### config.mk
export PLATFORM = sky130hd
export DESIGN_NAME = cordic_result_packer_flat
export DESIGN_NICKNAME = d
export VERILOG_FILES = /design/src/rtl/cordic_result_packer_if.sv /design/src/rtl/cordic_result_packer.sv /design/src/flat_wrapper.sv
export SDC_FILE = /design/constraint.sdc
export NUM_CORES = 1
export LEC_CHECK = 0
export ABC_CLOCK_PERIOD_IN_PS = 7400
export CORE_UTILIZATION = 45
export DETAILED_ROUTE_END_ITERATION = 16
export GPL_TIMING_DRIVEN = 0
export PLACE_DENSITY = 0.68
export RECOVER_POWER = 50
export SETUP_SLACK_MARGIN = 0.02
export SYNTH_ARGS = -nofsm -noshare
export SYNTH_HDL_FRONTEND = slang
export SYNTH_SLANG_ARGS = --single-unit
### constraint.sdc
create_clock -name clk -period 7.4 [get_ports clk]
set_clock_uncertainty 0.15 [all_clocks]
set_input_delay 1.48 -clock clk [delete_from_list [all_inputs] [get_ports clk]]
set_output_delay 1.48 -clock clk [all_outputs]
set_load 0.05 [all_outputs]
### src/rtl/cordic_result_packer_if.sv
// Result-path bus between cordic and the processor result registers.
// Carries the fixed-point inputs, the quadrant count and the packed floats.
interface cordic_result_packer_if #(
    parameter int WIDTH = 32
);
    logic             valid_in;
    logic [WIDTH-1:0] sin_in;
    logic [WIDTH-1:0] cos_in;
    logic [2:0]       flips;
    logic [31:0]      sin_out;
    logic [31:0]      cos_out;
    logic             valid_out;
    logic             ready;

    modport master (
        output valid_in, sin_in, cos_in, flips,
        input  sin_out, cos_out, valid_out, ready
    );

    modport slave (
        input  valid_in, sin_in, cos_in, flips,
        output sin_out, cos_out, valid_out, ready
    );
endinterface

### src/rtl/cordic_result_packer.sv
// Undoes the quadrant reduction and packs sin/cos into IEEE-754 singles.
// Define ROUND_NEAREST_EN for round-to-nearest-even, else truncation.
module cordic_result_packer #(
    parameter int WIDTH     = 32,
    parameter int FRAC_BITS = 30
) (
    input logic                   clk,
    input logic                   rst,
    cordic_result_packer_if.slave bus
);
    localparam int PW = $clog2(WIDTH);

    typedef enum logic [2:0] {
        IDLE, MAP, CONV_SIN, CONV_COS, DONE
    } state_t;

    state_t state, state_nxt;

    logic [WIDTH-1:0] sin_q, cos_q;
    logic [2:0]       flips_q;
    logic             sin_sgn, cos_sgn;
    logic [WIDTH-1:0] sin_mag, cos_mag;

    logic             s_neg, c_neg;
    logic [WIDTH-1:0] s_abs, c_abs;
    logic [1:0]       k;

    // Unsigned magnitude keeps -2^(WIDTH-1) exact.
    assign s_neg = sin_q[WIDTH-1];
    assign c_neg = cos_q[WIDTH-1];
    assign s_abs = s_neg ? -sin_q : sin_q;
    assign c_abs = c_neg ? -cos_q : cos_q;
    assign k     = 2'(-flips_q);

    logic             cv_sgn;
    logic [WIDTH-1:0] cv_mag, norm;
    logic [PW-1:0]    lead;
    logic [7:0]       cv_exp, res_exp;
    logic [22:0]      cv_man, res_man;
    logic [31:0]      cv_word;

    always_comb begin
        cv_sgn = (state == CONV_SIN) ? sin_sgn : cos_sgn;
        cv_mag = (state == CONV_SIN) ? sin_mag : cos_mag;
        lead   = '0;
        for (int i = 0; i < WIDTH; i++)
            if (cv_mag[i]) lead = PW'(i);
        norm   = cv_mag << (PW'(WIDTH - 1) - lead);
        cv_exp = 8'(int'(lead) - FRAC_BITS + 127);
        cv_man = norm[WIDTH-2 -: 23];
    end

`ifdef ROUND_NEAREST_EN
    localparam logic [WIDTH-1:0] LOW_MASK =
        WIDTH'((64'd1 << (WIDTH - 25)) - 64'd1);

    logic        rnd;
    logic [23:0] man_sum;

    always_comb begin
        rnd     = norm[WIDTH-25]
                & ((|(norm & LOW_MASK)) | cv_man[0]);
        man_sum = {1'b0, cv_man} + {23'd0, rnd};
        res_man = man_sum[22:0];
        res_exp = cv_exp + {7'd0, man_sum[23]};
    end
`else
    logic unused_norm;

    assign unused_norm = ^{norm[WIDTH-1], norm[WIDTH-25:0]};
    assign res_man     = cv_man;
    assign res_exp     = cv_exp;
`endif

    // Zero magnitude always packs as +0.0.
    assign cv_word = (cv_mag == '0) ? 32'h0
                                    : {cv_sgn, res_exp, res_man};

    always_ff @(posedge clk or posedge rst) begin
        if (rst) state <= IDLE;
        else     state <= state_nxt;
    end

    always_comb begin
        state_nxt = state;
        unique case (state)
            IDLE:     if (bus.valid_in && bus.ready) state_nxt = MAP;
            MAP:      state_nxt = CONV_SIN;
            CONV_SIN: state_nxt = CONV_COS;
            CONV_COS: state_nxt = DONE;
            DONE:     state_nxt = IDLE;
            default:  state_nxt = IDLE;
        endcase
    end

    always_ff @(posedge clk or posedge rst) begin
        if (rst) begin
            sin_q         <= '0;
            cos_q         <= '0;
            flips_q       <= '0;
            sin_sgn       <= 1'b0;
            cos_sgn       <= 1'b0;
            sin_mag       <= '0;
            cos_mag       <= '0;
            bus.sin_out   <= '0;
            bus.cos_out   <= '0;
            bus.valid_out <= 1'b0;
            bus.ready     <= 1'b1;
        end else begin
            bus.valid_out <= 1'b0;
            unique case (state)
                IDLE: begin
                    if (bus.valid_in && bus.ready) begin
                        sin_q     <= bus.sin_in;
                        cos_q     <= bus.cos_in;
                        flips_q   <= bus.flips;
                        bus.ready <= 1'b0;
                    end
                end
                MAP: begin
                    unique case (k)
                        2'd0: begin
                            sin_sgn <= s_neg;  sin_mag <= s_abs;
                            cos_sgn <= c_neg;  cos_mag <= c_abs;
                        end
                        2'd1: begin
                            sin_sgn <= c_neg;  sin_mag <= c_abs;
                            cos_sgn <= ~s_neg; cos_mag <= s_abs;
                        end
                        2'd2: begin
                            sin_sgn <= ~s_neg; sin_mag <= s_abs;
                            cos_sgn <= ~c_neg; cos_mag <= c_abs;
                        end
                        default: begin
                            sin_sgn <= ~c_neg; sin_mag <= c_abs;
                            cos_sgn <= s_neg;  cos_mag <= s_abs;
                        end
                    endcase
                end
                CONV_SIN: bus.sin_out <= cv_word;
                CONV_COS: bus.cos_out <= cv_word;
                DONE: begin
                    bus.valid_out <= 1'b1;
                    bus.ready     <= 1'b1;
                end
                default: bus.ready <= 1'b1;
            endcase
        end
    end
endmodule

### src/flat_wrapper.sv
// flat-port wrapper written by rule: the top's interface ports become plain ports
module cordic_result_packer_flat 
#(
    parameter int WIDTH     = 32,
    parameter int FRAC_BITS = 30
)
  (clk, rst, bus_valid_in, bus_sin_in, bus_cos_in, bus_flips, bus_sin_out, bus_cos_out, bus_valid_out, bus_ready);
  cordic_result_packer_if #(.WIDTH(WIDTH)) bus_i ();
  input logic clk;
  input logic rst;
  input wire logic [$bits(bus_i.valid_in)-1:0] bus_valid_in;
  input wire logic [$bits(bus_i.sin_in)-1:0] bus_sin_in;
  input wire logic [$bits(bus_i.cos_in)-1:0] bus_cos_in;
  input wire logic [$bits(bus_i.flips)-1:0] bus_flips;
  output wire logic [$bits(bus_i.sin_out)-1:0] bus_sin_out;
  output wire logic [$bits(bus_i.cos_out)-1:0] bus_cos_out;
  output wire logic [$bits(bus_i.valid_out)-1:0] bus_valid_out;
  output wire logic [$bits(bus_i.ready)-1:0] bus_ready;
  assign bus_i.valid_in = bus_valid_in;
  assign bus_i.sin_in = bus_sin_in;
  assign bus_i.cos_in = bus_cos_in;
  assign bus_i.flips = bus_flips;
  assign bus_sin_out = bus_i.sin_out;
  assign bus_cos_out = bus_i.cos_out;
  assign bus_valid_out = bus_i.valid_out;
  assign bus_ready = bus_i.ready;
  cordic_result_packer #(.WIDTH(WIDTH), .FRAC_BITS(FRAC_BITS)) u_core (.clk(clk), .rst(rst), .bus(bus_i));
endmodule
Word level (Yosys, flattened, before mapping)
Cells that the tools add are included.

Flip-flop bits (word level): 201. Bits of input ports: 70. Output and inout port bits: 66. Word-level logic and storage cells: 82.

Eq/ne operators: 7. Multiplexer cells: 45. Shift-type cells: 1. Bitwise operators: 3. Reduce and logical (&&, ||, !) cells: 8. $add $sub $neg: 6.

Operators with widths (count): two-way mux 32 bit (6); two-way mux 5 bit (16); negator 32 bit (2); zero test 32 bit (1); two-way mux 4 bit (8); << shifter 32 x 5 -> 31 bit (1); two-way mux 3 bit (5); case mux 3 bit (4 select lines) (1); adder 8 bit (second input constant) (1); == test 3 x 2 -> 1 bit (second input constant) (2); case mux 1 bit (3 select lines) (2); subtractor 5 x 5 -> 6 bit (second input constant) (1); subtractor 5 bit (first input constant) (1); two-way mux 1 bit (4); two-way mux 2 bit (2); AND reduction 2 bit (2); == test 3 x 1 -> 1 bit (second input constant) (1); == test 3 bit (second input constant) (1); zero test 3 bit (1); inverter 1 bit (3); OR reduction 3 bit (1); == test 2 x 1 -> 1 bit (second input constant) (1); == test 2 bit (second input constant) (1); zero test 2 bit (1); other kinds (5) (5).

Depth between registers and ports, before layout
Gate-level depths: netlist (run 1).

Depth after elaboration: 36. Gate-level depth with buffers: 19. Mapped depth without buffers: 14.

Worst setup path before layout (run 1)
OpenSTA, ideal clock, no wires.

Path kind: register -> register. Start point: register u_core.state[0]. End point: register u_core.bus.cos_out[27]. Path buffers: 6. Data required time: 7.117 ns. Data arrival time: 3.548 ns. Path slack: 3.569 ns. Setup time: 0.133 ns. Stages on the path, launching flop included: 19. Path through: dfrtp_1 buf_6 or3b_1 buf_6 buf_2 buf_2 nand4_1 a211oi_1 o21a_1 inv_2 buf_2 buf_1 ha_1 nand2b_1 nor3_1 o21ai_0 o311ai_0 mux2i_1 o21ai_0.

Cells in the longest elaborated chain, start to end: 36.

Ends and longest elaborated chain: start: declaration (line cordic_result_packer.sv:17) `state_t state, state_nxt;`; start signal: assignment (line cordic_result_packer.sv:81) `else state <= state_nxt;`; == test 3 x 2 -> 1 bit (line cordic_result_packer.sv:44) `cv_mag = (state == CONV_SIN) ? sin_mag : cos_mag;`; two-way mux 32 bit (line cordic_result_packer.sv:44); two-way mux 1 bit (line cordic_result_packer.sv:47) `if (cv_mag[i]) lead = PW'(i);`; two-way mux 2 bit (2 in series) (line cordic_result_packer.sv:47); two-way mux 3 bit (4 in series) (line cordic_result_packer.sv:47); two-way mux 4 bit (8 in series) (line cordic_result_packer.sv:47); two-way mux 5 bit (16 in series) (line cordic_result_packer.sv:47); subtractor 5 x 5 -> 6 bit (line cordic_result_packer.sv:49) `cv_exp = 8'(int'(lead) - FRAC_BITS + 127);`; adder 8 bit (line cordic_result_packer.sv:49); two-way mux 32 bit (line cordic_result_packer.sv:76) `assign cv_word = (cv_mag == '0) ? 32'h0`; end signal: assignment (line cordic_result_packer.sv:141) `CONV_COS: bus.cos_out <= cv_word;`; end: declaration (line cordic_result_packer_if.sv:22) `output sin_out, cos_out, valid_out, ready`.

Several ways; a longest one is shown, not always the timed one. A chain may end at the register's enable or synchronous reset.

Final worst setup path (run 1)
Same ends and word-level chain as after synthesis.

==> flow_summary_export.csv, run 1 <==
group,metric,value,unit
run_status,outcome,"complete, but fails checks",
run_status,violations,"capacitance limit, slew limit",
routing,vias,11100,
timing,min_period,5.220,ns
floorplanning,start_util,46.09,%
yosys,synth_top_cell_area_share,40.06,%
routing,finalWirelength,38450,um
grt,grt.total_usage,27.19,%
clock_network,cts-htree-levels,1,
floorplanning,die_h,168.6,um
setup_path,cp_data_arrival_time,5.47,ns
floorplanning,core,0.02710,mm^2
setup_path,setup.worst_path.start,"u_core.state[0]",
setup_path,end_kind,"register",
grt,antenna_found_initial,0,
finish,synthToLayoutAreaGrowth,20.73,%
routing,first_pass_iters,6,
timing,drv_slew,66,
timing,rsz0062_at_grt,"false",
routing,drt_iter0_drc,729,
yosys,ys_seq_area_share,40.27,%
timing,timing.final.crit_share,70.55,%
yosys,synthCells,1373,
yosys,synth_area,0.01249,mm^2
yosys,yosysUniqueCellTypes,86,
setup_path,worst_r2r_path_depth,17,
yosys,syn-mean-instance-area,9.098,um^2
clock_network,clk_pin_slew,0.06,ns
clock_network,clock_path_buffers,3,
routing,drc,0,
routing,drtAntennaViolNets,0,
grt,grt_pass1_wl,60350,um
grt,grt_overflow_total,0,
setup_path,rrSetupSlack,2.18,ns
timing,maxSlewHeadroom,-96.96,%
timing,setup_tns,0,ns
finish,fin_cells,1919,
yosys,async_reset_ff_share,100.0,%
setup_path,endpoint,"u_core.bus.cos_out[27]",
grt,grt_max_degree,137,
floorplanning,top_level_ports,136,
yosys,synth_nets,1448,
yosys,yosys-top-cells-area,"dfrtp_1, mux2_2, mux2i_1",
routing,via_per_inst,5.783,
job,max-cap-violations,1,
placement,dp.cells,1881,
grt,grt_pass1_vias,10900,
clock_network,cts_num_sinks,201,
setup_path,r2r-start,"u_core.state[0]",
finish,fin_nets,1609,
routing,post_drt_wl_per_cell,20.04,um
clock_network,worstSkewPairLatency,0.53,ns
setup_path,critPathKind,"register to register",
timing,worstMarginPinSlew,2.938,ns
setup_path,crit_required,7.65,ns
yosys,synth_top_area_cell,"dfrtp_1",
timing,setup_viol,0,
placement,dp_hpwl,30330,um
placement,place_congestion,0.9756,
yosys,synth-main-ff-cell,"dfrtp_1",
yosys,ys_seq_elements,201,
worst_hold_path,hold_path_class,"register to register",
clock_network,cts_root_buf,"clkbuf_16",
finish,drive_above_1_share,11.57,%
clock_network,cts_tree,"yes",
floorplanning,num_rows,60,
clock_network,numCtsBuffers,23,
clock_network,post_cts_buffers,0,
yosys,yosysWarnings,0,
timing,max_freq,0.1916,GHz
yosys,synth_enable_flop_cells,0,
setup_path,cp-start-kind,"register",
clock_network,hold_buffers,0,
clock_network,ctsResizeCount,0,
placement,portBuffers,134,
floorplanning,dieArea,0.02843,mm^2
timing,finalHoldViolations,0,
finish,nFillCells,2459,
setup_path,critical_path.max_fanout,11,
setup_path,r2r-end,"u_core.bus.cos_out[27]",
finish,antenna_cells,0,
floorplanning,die_x,168.6,um
[synth_stat cells (all sizes together) (11+ instances only)]
library cell and n:
a211oi 12, a21oi 58, a31oi 11, buf 32
clkbuf 56, dfrtp 200, inv 14, mux2 80
mux2i 88, nand2 220, nand3 21, nor2 112
nor3 25, nor4 12, o21ai 170, o31ai 35
xnor2 33, xor2 31
[through the flow]
| stage | setup slack, ns | hold WS (ns) | utilization, % | area [um^2] |
|---|---|---|---|---|
| after floorplan | 0.2893 | 0.2997 | - | 12490 |
| after global placement | -2.100 | 0.3110 | 52.76 | 14300 |
| after detailed placement | 2.447 | 0.3190 | 52.94 | 14350 |
| after CTS | 2.419 | 0.3323 | 55.70 | 15100 |
| after global routing | 2.042 | 0.3454 | 55.65 | 15080 |
| final | 2.180 | 0.3236 | 55.65 | 15080 |
[layer usage]
metal	track usage (%)	wire, um	part of all wire (%)
met3	3.320	1636	4.3
met5	0	0	0
met4	14.43	2058	5.4
met2	47.74	18630	48
met1	32.65	16130	42
[cells by family after synthesis]
group | synth area share, %
xor gates and xnor gates | 4.487
and+or+nand+nor | 17.01
muxes | 15.81
buffers and inverters | 3.766
DFF | 40.27
adders and majority gates | 0.5008
AOI/OAI and AO/OA | 18.16
[worst min-delay path by stage]
| stage | from | end | cells after the start |
|---|---|---|---|
| 2_1_floorplan | u_core.cos_sgn | u_core.cos_sgn | 2 |
| 3_5_place_dp | u_core.bus.cos_out[28] | u_core.bus.cos_out[28] | 2 |
| 6_report | u_core.bus.cos_out[28] | u_core.bus.cos_out[28] | 2 |
| 3_3_place_gp | u_core.bus.sin_out[9] | u_core.bus.sin_out[9] | 2 |
| 4_1_cts | u_core.bus.cos_out[28] | u_core.bus.cos_out[28] | 2 |
| 5_1_grt | u_core.bus.sin_out[16] | u_core.bus.sin_out[16] | 2 |
[flip-flops by register name (all words and copies together) (netlist names)]
name                  flops
u_core.bus.cos_out       32
u_core.cos_sgn            1
u_core.sin_mag           32
u_core.sin_sgn            1
u_core.cos_q             32
u_core.cos_mag           32
u_core.sin_q             32
u_core.bus.valid_out      1
u_core.bus.ready          1
u_core.flips_q            2
u_core.state              3
u_core.bus.sin_out       32
[layout by cell type (no fill, tap or decap), types with 9 or more instances in the layout]
master	n
nand2_1	218
dfrtp_1	200
o21ai_0	159
clkdlybuf4s50_1	132
nor2_1	111
mux2i_1	83
mux2_2	77
clkbuf_1	59
a21oi_1	57
xnor2_1	33
xor2_1	31
o31ai_1	30
nor3_1	25
clkbuf_16	23
nand3_1	20
buf_2	11
nor4_1	11
a211oi_1	11
a31oi_1	11
inv_1	10
or3_1	10
o41ai_1	10
nand4_1	10
buf_1	9
or4_1	9
o21ai_1	9
[worst max-delay path: stages (launching register included)]
cell	delay (ns)
dfrtp_1	0.36
clkbuf_1	0.17
nor3b_1	0.68
buf_2	0.35
buf_2	0.27
buf_2	0.28
a31oi_1	0.12
o21a_1	0.28
inv_2	0.19
buf_2	0.28
buf_1	0.55
ha_1	0.36
nand2b_1	0.16
nor3_1	0.18
o21ai_0	0.11
o311ai_0	0.16
mux2i_1	0.30
o21ai_0	0.12
[layout make-up]
cell class | count | area (um^2) | share of cell area, %
plain buffers | 88 | 407.9 | 2.704
clock buffers | 26 | 596.8 | 3.957
clock inverters | 12 | 151.4 | 1.004
inverters | 14 | 56.30 | 0.3733
multi-input cells | 1070 | 6997 | 46.39
flip-flops and latches | 201 | 5031 | 33.36
well taps | 372 | 465.4 | 3.086
repair buffers | 136 | 1376 | 9.126
Power of run 1 is not shown: default switching activity piles up to over one toggle a cycle in this logic, so the estimate is an artifact.
==> run 2, diff against run 1 <==
ABC_CLOCK_PERIOD_IN_PS = 4800   (was 7400)
clock period = 4.8 ns   (was 7.4 ns; I/O delays follow)
==> run 2 against run 1 <==
The flow still finishes with violations (capacitance limit, slew limit). Non-clock buffer count increased by 4. Worst hold slack improved by 0.00054 ns. Die area unchanged. Sequential cell count unchanged. Maximum frequency increased by 13%. Critical endpoint is now u_core.bus.sin_out[16].
==> flow_summary_export.csv, run 2 (synthesis gave the netlist of run 1 again) <==
group,metric,value,unit
finish,fin_cells,1926,
setup_path,crit_required,5.09,ns
grt,antenna_found_initial,0,
finish,final_cell_mix,"nand2_1, dfrtp_1, o21ai_0",
setup_path,cp_data_arrival_time,4.89,ns
finish,nFillCells,2474,
floorplanning,num_rows,60,
routing,first_pass_iters,6,
clock_network,cts_tree,"yes",
finish,fin_nets,1613,
timing,worstMarginPinSlew,2.256,ns
clock_network,worstSkewPairLatency,0.52,ns
timing,min_period,4.602,ns
placement,place_congestion,0.9887,
routing,via_per_inst,5.787,
routing,drt_iter0_drc,863,
setup_path,setup.worst_path.start,"u_core.state[0]",
placement,portBuffers,134,
clock_network,numCtsBuffers,23,
clock_network,clk_pin_slew,0.06,ns
clock_network,cts_root_buf,"clkbuf_16",
grt,grt_pass1_wl,60150,um
setup_path,end_kind,"register",
setup_path,r2r-start,"u_core.state[0]",
routing,vias,11150,
worst_hold_path,hold_path_class,"register to register",
timing,rsz0062_at_grt,"false",
routing,drtAntennaViolNets,0,
finish,drive_above_1_share,11.97,%
timing,maxSlewHeadroom,-50.38,%
placement,postPlaceCellArea,0.01442,mm^2
clock_network,clock_path_buffers,3,
setup_path,cp-start-kind,"register",
finish,layout_commonest_cell,"nand2_1",
floorplanning,die_h,168.6,um
routing,drc,0,
finish,synthToLayoutAreaGrowth,20.67,%
setup_path,critPathKind,"register to register",
finish,register_area,0.005031,mm^2
timing,finalHoldViolations,0,
grt,grt_overflow_total,0,
finish,final_area,0.01507,mm^2
timing,drv_slew,79,
floorplanning,core,0.02710,mm^2
finish,multi_input_area,0.007005,mm^2
grt,grt_max_degree,45,
clock_network,cts-htree-levels,1,
job,max-cap-violations,2,
timing,timing.final.crit_share,95.88,%
routing,finalWirelength,38020,um
timing,max_freq,0.2173,GHz
setup_path,critical_path.max_fanout,10,
floorplanning,die_x,168.6,um
placement,dp.cells,1885,
floorplanning,dieArea,0.02843,mm^2
grt,grt_pass1_vias,10830,
routing,post_drt_wl_per_cell,19.74,um
run_status,outcome,"complete, but fails checks",
clock_network,cts_num_sinks,201,
worst_hold_path,min_from,"u_core.bus.cos_out[30]",
floorplanning,start_util,46.09,%
placement,dp_hpwl,30500,um
finish,antenna_cells,0,
floorplanning,top_level_ports,136,
grt,grt.total_usage,26.96,%
run_status,violations,"capacitance limit, slew limit",
timing,setup_viol,0,
## run 2: cell types whose count changed in the layout (fill, tap and decap cells not counted), sizes merged
| cell | previous run | this run |
|---|---|---|
| clkinvlp | 3 | 4 |
| buf | 33 | 32 |
| clkinv | 6 | 8 |
| clkbuf | 83 | 90 |
| bufinv | 3 | 1 |
## run 2: routing by layer
layer	wire, um	track usage, %	up-vias
li1	-	-	5283
met1	16000	33.40	5358
met2	18480	46.83	398
met3	1613	2.619	107
met4	1925	13.83	0
met5	0	0	-
## run 2: timing repair
action	in CTS	in global routing
setup endpoints to repair	6	18
resized for setup	2	3
buffers inserted	0	0
hold buffers	0	0
pin swaps	0	0
## run 2: path summary, 6_finish.rpt
| check | endpoint | depth (start not counted) | slack [ns] |
|---|---|---|---|
| hold / removal | u_core.bus.cos_out[30] | 2 | 0.32 |
| hold reg to reg | u_core.bus.cos_out[30] | 2 | 0.32 |
| setup reg to reg | u_core.bus.sin_out[16] | 15 | 0.20 |
| setup / recovery | u_core.bus.sin_out[16] | 15 | 0.20 |
| min in group asynchronous | u_core.bus.valid_out | 2 | 0.94 |
| max in group asynchronous | u_core.cos_q[22] | 4 | 0.74 |
## run 2: final cells by class
type	instances	share of cell area [%]
multi-input combinational	1070	46.47
sequential	201	33.37
timing repair buffer	140	9.089
clock buffer	28	4.075
tap	372	3.088
buffer	88	2.781
clock inverter	13	0.7470
inverter	14	0.3735
## run 2: metrics by stage
stage               setup slack, ns  hold WS (ns)  utilization [%]  setup TNS, ns
floorplan                    0.9694        0.2997                -              0
global placement            -0.3924        0.3108            52.77         -74.48
detailed placement          -0.1577        0.3190            53.19        -0.3259
CTS                         0.04581        0.3317            55.90              0
global route                0.02590        0.3489            55.62              0
finish                       0.1979        0.3242            55.62              0
## run 2: worst max-delay path: stages, from the launching register on
cell and delay [ns]:
dfrtp_1 0.37, buf_6 0.13, nor3b_2 0.39, buf_2 0.31
buf_2 0.27, buf_2 0.28, and4b_1 0.25, nor2_1 0.05
nor2_1 0.59, o21ai_0 0.26, clkbuf_1 0.33, nor2_1 0.51
nand2_1 0.15, o22ai_1 0.20, nor3_1 0.13, o21ai_0 0.15
Power of run 2 is left out for the same reason.
==> run 3, diff against run 2 <==
CORE_UTILIZATION = 28   (was 45)
PLACE_DENSITY = 0.47   (was 0.68)
==> run 3 against run 2 <==
The flow still finishes with violations (capacitance limit, slew limit). Count of clock-buffer cells in the layout up 5. Design area up 2.4%. Via count down 1.4%. Die area up 60%. Global-route usage down 7.9 points. Worst hold slack better by 0.0020 ns. First-iteration DRC count down 18%. Maximum frequency up 2.1%. Setup slack better by 0.096 ns. Sequential cell count unchanged. Non-clock buffer count down 1. Cell count up 11%. Highest routed layer unchanged.
==> flow_summary_export.csv, run 3 (synthesis gave the netlist of run 1 again) <==
group,metric,value,unit
clock_network,hold_buffers,0,
routing,drt_iter0_drc,707,
setup_path,cp_slowest_cell,"a22oi_1",
setup_path,end_kind,"register",
clock_network,post_cts_buffers,0,
clock_network,cts-htree-levels,1,
clock_network,clock_path_buffers,3,
run_status,outcome,"complete, but fails checks",
setup_path,critPathKind,"register to register",
floorplanning,die_h,213.2,um
floorplanning,top_level_ports,136,
placement,place_congestion,0.9343,
routing,via_per_inst,5.125,
clock_network,ctsResizeCount,1,
finish,drive_above_1_share,11.91,%
grt,antenna_found_initial,0,
grt,grt_overflow_total,0,
clock_network,numCtsBuffers,23,
setup_path,critPathTopFamily,"simple AND/OR/NAND/NOR gates",
floorplanning,dieArea,0.04546,mm^2
finish,final_area,0.01543,mm^2
setup_path,crit_required,5.14,ns
job,max-cap-violations,1,
setup_path,cp_data_arrival_time,4.85,ns
grt,grt_pass1_wl,66720,um
finish,antenna_cells,0,
clock_network,cts_num_sinks,201,
routing,post_drt_wl_per_cell,20.04,um
floorplanning,num_rows,77,
clock_network,cts_root_buf,"clkbuf_16",
floorplanning,die_x,213.2,um
placement,dp_hpwl,34730,um
clock_network,worstSkewPairLatency,0.55,ns
setup_path,critical_path.max_fanout,10,
routing,drtAntennaViolNets,0,
routing,vias,10990,
timing,min_period,4.506,ns
timing,rsz0062_at_grt,"true",
grt,grt_pass1_vias,11150,
floorplanning,start_util,28.31,%
timing,drv_slew,35,
finish,layout_commonest_cell,"nand2_1",
finish,final_core_util,34.97,%
timing,max_freq,0.2219,GHz
timing,finalHoldViolations,0,
timing,maxSlewHeadroom,-37.61,%
worst_hold_path,hold_path_class,"register to register",
routing,drc,0,
grt,grt.total_usage,19.09,%
setup_path,slowest_delay,0.50,ns
timing,setup_tns,0,ns
finish,fin_nets,1612,
placement,portBuffers,134,
routing,first_pass_iters,5,
clock_network,clk_pin_slew,0.07,ns
setup_path,cp-start-kind,"register",
timing,worstMarginPinSlew,2.064,ns
floorplanning,core,0.04412,mm^2
placement,postPlaceCellArea,0.01469,mm^2
finish,final_cell_mix,"nand2_1, dfrtp_1, o21ai_0",
setup_path,cp_num_buf_inv,5,
setup_path,path_cells,"buf_6 -> nor3b_2 -> buf_2 -> buf_2 -> buf_2 -> nand3_1 -> a22oi_1 -> nor2_1 -> nor2_1 -> clkbuf_1 -> nand2_1 -> nor2_1 -> nand2_1 -> o211ai_1 -> o22a_1",
routing,finalWirelength,42980,um
run_status,violations,"capacitance limit, slew limit",
clock_network,cts_tree,"yes",
timing,timing.final.crit_share,93.87,%
timing,setup_viol,0,
grt,grt_max_degree,43,
finish,synthToLayoutAreaGrowth,23.52,%
[run 3: changes by cell type in the layout (fill, tap and decap cells not counted), moves of 2 or more]
| cell | change |
|---|---|
| clkbuf_2 | -2 |
| clkinv_2 | -3 |
| clkbuf_8 | +5 |
| clkinv_4 | -2 |
[run 3: layout make-up]
| type | instances | area [um^2] |
|---|---|---|
| fillers | 4670 | 28700 |
| multi-input cells | 1070 | 6998 |
| flip-flops and latches | 201 | 5031 |
| repair buffers | 140 | 1395 |
| well taps | 592 | 740.7 |
| clock buffers | 33 | 683.2 |
| plain buffers | 87 | 411.6 |
| clock inverters | 8 | 113.9 |
| inverters | 14 | 56.30 |
[run 3: per-layer routing]
layer  GRT usage (%)  routed length, um  up-vias
met3           2.059               1452       67
met4           6.330               1331        0
met1           24.52              19380     5351
met2           33.24              20820      282
met5               0                  0        -
li1                -                  -     5294
[run 3: path summary, 6_finish.rpt]
path | startpoint | endpoint | slack [ns] | depth (start not counted)
worst max-delay path | u_core.state[0] | u_core.bus.sin_out[18] | 0.29 | 15
worst min-delay path | u_core.bus.cos_out[15] | u_core.bus.cos_out[15] | 0.33 | 2
worst max register to register | u_core.state[0] | u_core.bus.sin_out[18] | 0.29 | 15
worst min register to register | u_core.bus.cos_out[15] | u_core.bus.cos_out[15] | 0.33 | 2
max in group asynchronous | rst | u_core.cos_q[28] | 0.64 | 5
min in group asynchronous | rst | u_core.bus.valid_out | 1.02 | 2
[run 3: through the flow]
| step | hold WS (ns) | std cells | worst slack [ns] |
|---|---|---|---|
| 5_1_grt | 0.3422 | 2145 | 0.02185 |
| 3_5_place_dp | 0.3208 | 2105 | -0.2214 |
| 6_report | 0.3262 | 2145 | 0.2942 |
| 4_1_cts | 0.3341 | 2146 | 0.02279 |
| 3_3_place_gp | 0.3144 | 2099 | -0.6524 |
| 2_1_floorplan | 0.2997 | 1373 | 0.9694 |
[run 3: worst register-to-register path, cell delays in order (launching register included)]
cell	delay, ns
dfrtp_1	0.37
buf_6	0.13
nor3b_2	0.35
buf_2	0.29
buf_2	0.26
buf_2	0.26
nand3_1	0.10
a22oi_1	0.50
nor2_1	0.25
nor2_1	0.35
clkbuf_1	0.50
nand2_1	0.19
nor2_1	0.24
nand2_1	0.10
o211ai_1	0.21
o22a_1	0.20
Power of run 3 is left out for the same reason.
